--- src/rtl/counter_ctrl.sv ---
// rtl/counter_ctrl.sv - start/pause/stop sequencer for a 0..limit up-counter
// Optional build macro COUNTER_CTRL_AUTORELOAD_EN: DONE restarts the run instead of returning to IDLE.
module counter_ctrl #(
  parameter int WIDTH = 4
) (
  input  logic             clk,
  input  logic             rst,
  input  logic             start,
  input  logic             stop,
  input  logic             pause,
  input  logic [WIDTH-1:0] limit,
  output logic [WIDTH-1:0] q,
  output logic             busy,
  output logic             done,
  output logic [1:0]       state
);

  typedef enum logic [1:0] {
    IDLE  = 2'd0,
    RUN   = 2'd1,
    PAUSE = 2'd2,
    DONE  = 2'd3
  } state_t;

  state_t           state_q, state_d;
  logic [WIDTH-1:0] q_q, q_d;
  logic [WIDTH-1:0] limit_q, limit_d;
  logic             busy_q, busy_d;
  logic             done_q, done_d;

  always_comb begin
    state_d = state_q;
    q_d     = q_q;
    limit_d = limit_q;
    case (state_q)
      IDLE: begin
        if (start) begin
          limit_d = limit;
          q_d     = '0;
          state_d = RUN;
        end
      end
      RUN: begin
        // The terminal compare precedes the increment, so q never wraps.
        if (stop) begin
          state_d = IDLE;
        end else if (pause) begin
          state_d = PAUSE;
        end else if (q_q == limit_q) begin
          state_d = DONE;
        end else begin
          q_d = q_q + WIDTH'(1);
        end
      end
      PAUSE: begin
        if (stop) begin
          state_d = IDLE;
        end else if (!pause) begin
          state_d = RUN;
        end
      end
      DONE: begin
`ifdef COUNTER_CTRL_AUTORELOAD_EN
        if (stop) begin
          state_d = IDLE;
        end else begin
          limit_d = limit;
          q_d     = '0;
          state_d = RUN;
        end
`else
        state_d = IDLE;
`endif
      end
      default: state_d = IDLE;
    endcase
    busy_d = (state_d != IDLE);
    done_d = (state_d == DONE);
  end

  always_ff @(posedge clk) begin
    if (!rst) begin
      state_q <= IDLE;
      q_q     <= '0;
      limit_q <= '0;
      busy_q  <= 1'b0;
      done_q  <= 1'b0;
    end else begin
      state_q <= state_d;
      q_q     <= q_d;
      limit_q <= limit_d;
      busy_q  <= busy_d;
      done_q  <= done_d;
    end
  end

  assign q     = q_q;
  assign busy  = busy_q;
  assign done  = done_q;
  assign state = state_q;

endmodule

--- config.mk ---
export PLATFORM = sky130hd
export DESIGN_NAME = counter_ctrl
export DESIGN_NICKNAME = d
export VERILOG_FILES = /design/src/rtl/counter_ctrl.sv
export SDC_FILE = /design/constraint.sdc
export NUM_CORES = 1
export LEC_CHECK = 0
export CORE_UTILIZATION = 39
export CTS_CLUSTER_DIAMETER = 60
export DETAILED_ROUTE_END_ITERATION = 6
export PLACE_DENSITY_LB_ADDON = 0.3
export RECOVER_POWER = 25
export SLEW_MARGIN = 20
export SYNTH_ARGS = -nofsm -noshare
export SYNTH_HDL_FRONTEND = slang
export SYNTH_SLANG_ARGS = --single-unit
--- constraint.sdc ---
create_clock -name clk -period 1.37 [get_ports clk]
set_input_delay 0.274 -clock clk [delete_from_list [all_inputs] [get_ports clk]]
set_output_delay 0.274 -clock clk [all_outputs]
set_load 0.005 [all_outputs]
Yosys cells after proc, flatten, opt, wreduce, memory -nomap -nowiden
Index checks and enable logic that the tools add are counted.
{"block": "classes", "addsub": 1, "eq_ne": 9, "mux": 12, "n_reduce_logical": 5}
{"op": "$mux 4", "count": 4}
{"op": "$mux 2", "count": 6}
{"op": "$ne 2x2->1 const B", "count": 4}
{"op": "$pmux 2 s4", "count": 1}
{"op": "$pmux 4 s2", "count": 1}
{"op": "$eq 2x2->1 const B", "count": 3}
{"op": "$reduce_and 5->1", "count": 1}
{"op": "$add 4x1->4 const B", "count": 1}
{"op": "$eq 4x4->1", "count": 1}
{"op": "$reduce_bool 2->1", "count": 2}
{"op": "$eq 2x1->1 const B", "count": 1}
{"op": "$logic_not 2->1", "count": 1}
{"op": "$reduce_and 2->1", "count": 1}
{"block": "totals", "input_bits": 9, "ff_bits": 12, "output_inout_bits": 8}

Depth between registers and ports, before layout
Gate-level depths: netlist of the first run.
{"block": "depth", "depth_word": 6, "depth_mapped": 4, "ltp_nobuf": 4}

Worst setup path before layout of the first run
OpenSTA, ideal clock, no wires.
{"block": "synth_timing", "kind": "reg-to-reg", "startpoint": "register q_q[0] (netlist: q[0])", "endpoint": "register q_q[3] (netlist: q[3])", "stages_incl_launch_ff": 5, "path_slack_ns": -0.039, "required_ns": 1.300, "setup_ns": 0.070, "arrival_ns": 1.339, "cell_sequence": "dfxtp_1 xor2_1 o41ai_2 o21ai_0 a21oi_1"}
{"block": "synth_via", "elab_chain_cells": 5}
{"item": "from (decl)", "line_no": "26", "source": "logic [WIDTH-1:0] q_q, q_d;"}
{"item": "from (signal assigned)", "line_no": "90", "source": "q_q <= q_d;"}
{"item": "$add 4x1->4", "line_no": "52", "source": "q_d = q_q + WIDTH'(1);"}
{"item": "$mux 4", "line_no": "49", "source": "end else if (q_q == limit_q) begin"}
{"item": "$mux 4", "line_no": "47", "source": "end else if (pause) begin"}
{"item": "$mux 4", "line_no": "45", "source": "if (stop) begin"}
{"item": "$pmux 4 s2", "line_no": "35", "source": "case (state_q)"}
Several ways; a longest one is shown, not always the timed one. The select of a mux whose other input is x is not followed.
A chain may end at the register's enable or synchronous reset.

Final worst setup path of the first run
{"block": "layout_timing", "startpoint": "register limit_q[2]", "endpoint": "register q_q[0] (netlist: q[0])"}
{"block": "layout_via", "elab_chain_cells": 3}
{"item": "from (decl)", "line_no": "27", "source": "logic [WIDTH-1:0] limit_q, limit_d;"}
{"item": "from (signal assigned)", "line_no": "91", "source": "limit_q <= limit_d;"}
{"item": "$eq 4x4->1", "line_no": "49"}
{"item": "$ne 2x2->1 (no source line)"}
{"item": "$reduce_and 5->1 (no source line)"}
Every way passes these cells.

==> reports/results.ini, run 1 <==
[yosys]
synth_warnings=0
syn-cell-area_um2=551.8
async_flop_share_pct=0
synth-simple-area-share_pct=22.45
synthFlopType=dfxtp_1
synth-seq-cells=12
synth_cell_types=20
synthAdderAreaFrac_pct=2.268
synthMuxAreaShare_pct=9.297
yosysSeqAreaShare_pct=43.54
syn_nets=67
synth_top_family_by_area=simple AND/OR/NAND/NOR gates
syn_area_per_cell_um2=9.680
synth_edf_count=0
synth_top_area_cell=dfxtp_1
synth_top_area_share_pct=43.54
synthXorXnorAreaFrac_pct=9.524
synth_compound_area_share_pct=10.20
synthCells=57
synthTopCellsByArea=dfxtp_1, xor2_1, mux2i_1, nor2_1, nor4b_4

[sta]
finalHoldViolCount=0
fmax_ghz=0.6984
worst_slack_ns=-0.06192
setup_violations=3
period_share_pct=104.5
skew_ns=0.007700
tightestPinTransition_ns=0.3214
maxSlewViolCount=0
min_period_ns=1.432
rsz0062_at_grt=yes
slew_headroom_pct=78.50

[floorplanning]
chipHeight_um=39.62
start_util_pct=42.40
core-area_um2=1301
dieWidth_um=39.62
dieArea_um2=1569
rows=13
io_pins=17

[placed_design]
hpwlAfterDp_um=977.5
place.gp.congestion=0.7470
port-buffer-count=16
post-place-cells=100
dpl_worst_slack_ns=-0.4525

[global_routing]
grt_usage_pct=20.02
grt_pass1_wl_um=2021
grt_max_degree=8
grt_overflow=0
antenna_found_initial=0
grt_pass1_vias=501

[pwr]
p_leak_uw=0.0004189
powerDensity_nw_per_um2=881.9
irDropWorstVdd_mv=0.7050

[critical_path]
cp_data_arrival_time_ns=1.60
start_kind=register
worstPathMaxFanout=4
required_ns=1.54
cp-end-kind=register
critPathKind=register to register

[clock_tree]
htree_levels=1
clk_latency_ns=0.27
cts_buffers=3
clockBufferDepth=2
clk_pin_slew_ns=0.08
cts_tree=yes
numClockSinks=12
cts-root-buf=clkbuf_4
cts_hold_buf=0

[final_layout]
fill_cells=119
final_nets=101
final_cell_mix=buf_4, nor2_1, dlygate4sd2_1
layout_commonest_cell=buf_4
layout-area-overhead-vs-synth_pct=66.44
drive_above_1_share_pct=37.78
stdcell_count=105
antenna_cells_inserted=0

[min_path]
worstHoldPathType=register to register

[run_status]
outcome=finished with violations
violations=negative setup slack

[routing]
first_iter_violations=4
drtPass1Iterations=2
wire_per_inst_um=12.35
ant_nets=0
vias=520
routed_wl_um=1297
via_per_inst=4.952
drc_errors=0

[job]
drv_cap=0

## metal layers
metal,global-route usage (%),vias to the layer above,share of wire (%)
met1,22.92,246,45
met3,5.114,0,3.5
met5,0,-,0
met4,7.759,0,0
met2,34.84,12,51
li1,-,262,-
## through the flow
step           hold slack, ns  total power (uW)  setup TNS [ns]  util [%]  instance area (um2)
3_3_place_gp           0.5041             526.8          -2.918     64.04                833.3
2_1_floorplan          0.4212             451.3               0         -                564.3
5_1_grt                0.5653             848.7         -0.3849     70.58                918.4
6_report               0.5159             809.9         -0.1075     70.58                918.4
4_1_cts                0.5233             808.2         -0.1130     68.75                894.6
3_5_place_dp           0.5059             531.4          -3.093     64.04                833.3
## area by class of cell
cell class / count / area, um2 / share of cell area [%]
Tap cell: 15 / 18.77 / 2.044
Multi-Input combinational cell: 41 / 345.3 / 37.60
Clock buffer: 4 / 36.28 / 3.951
Timing Repair Buffer: 29 / 246.5 / 26.84
Inverter: 4 / 15.01 / 1.635
Sequential cell: 12 / 256.5 / 27.93
## kinds of logic (layout without fill, tap and decap cells)
kind of cell,count (synthesis),count (layout)
AOI/OAI and AO/OA,9,9
buffers and inverters,4,37
muxes,5,5
and+or+nand+nor,20,20
xor gates and xnor gates,6,6
DFF,12,12
adders and majority gates,1,1
## state kept, by name, indices dropped and copies added (netlist names)
name,cells
busy,1
state,2
limit_q,4
done,1
q,4
## Yosys cell counts (all sizes together) (2+ instances only)
master and number:
xor2 5, nand3 2, nor4 2, mux2i 4, nor2 9, inv 3
dfxtp 12, a21oi 4, o21ai 4, nor4b 2, or3 2
## where the power goes
group / switching (uW) / internal (uW) / total [uW]
clock: 123 / 161 / 284
sequential: 14.9 / 366 / 381
combinational: 63.4 / 81.7 / 145
## critical path, stage by stage, from the launching register on
cell	delay (ns)
dfxtp_4	0.37
xor2_4	0.19
o41ai_4	0.40
buf_4	0.20
xor2_1	0.14
nor2_1	0.05
## path summary, 6_finish.rpt
kind / cells after the start / slack (ns) / to / startpoint
worst max register to register: 5 / -0.06 / q[0] / limit_q[2]
worst max-delay path: 5 / -0.06 / q[0] / limit_q[2]
worst min register to register: 2 / 0.52 / limit_q[1] / limit_q[1]
worst min-delay path: 2 / 0.52 / limit_q[1] / limit_q[1]
## what timing repair did
action	4_1_cts	5_1_grt
pin swaps	5	2
setup endpoints to repair	14	5
setup buffers	2	0
gates resized for setup	19	8
Note: power is estimated with default switching activity, not from simulation.
==> inputs of run 2 (changes only) <==
--- a/config.mk
+++ b/config.mk
@@ -7,6 +7,7 @@
 export LEC_CHECK = 0
 export CORE_UTILIZATION = 39
 export CTS_CLUSTER_DIAMETER = 60
+export CTS_CLUSTER_SIZE = 12
 export DETAILED_ROUTE_END_ITERATION = 6
 export PLACE_DENSITY_LB_ADDON = 0.3
 export RECOVER_POWER = 25
==> results of run 2 <==
The final DEF is identical to that of run 1; final timing and power are the same.
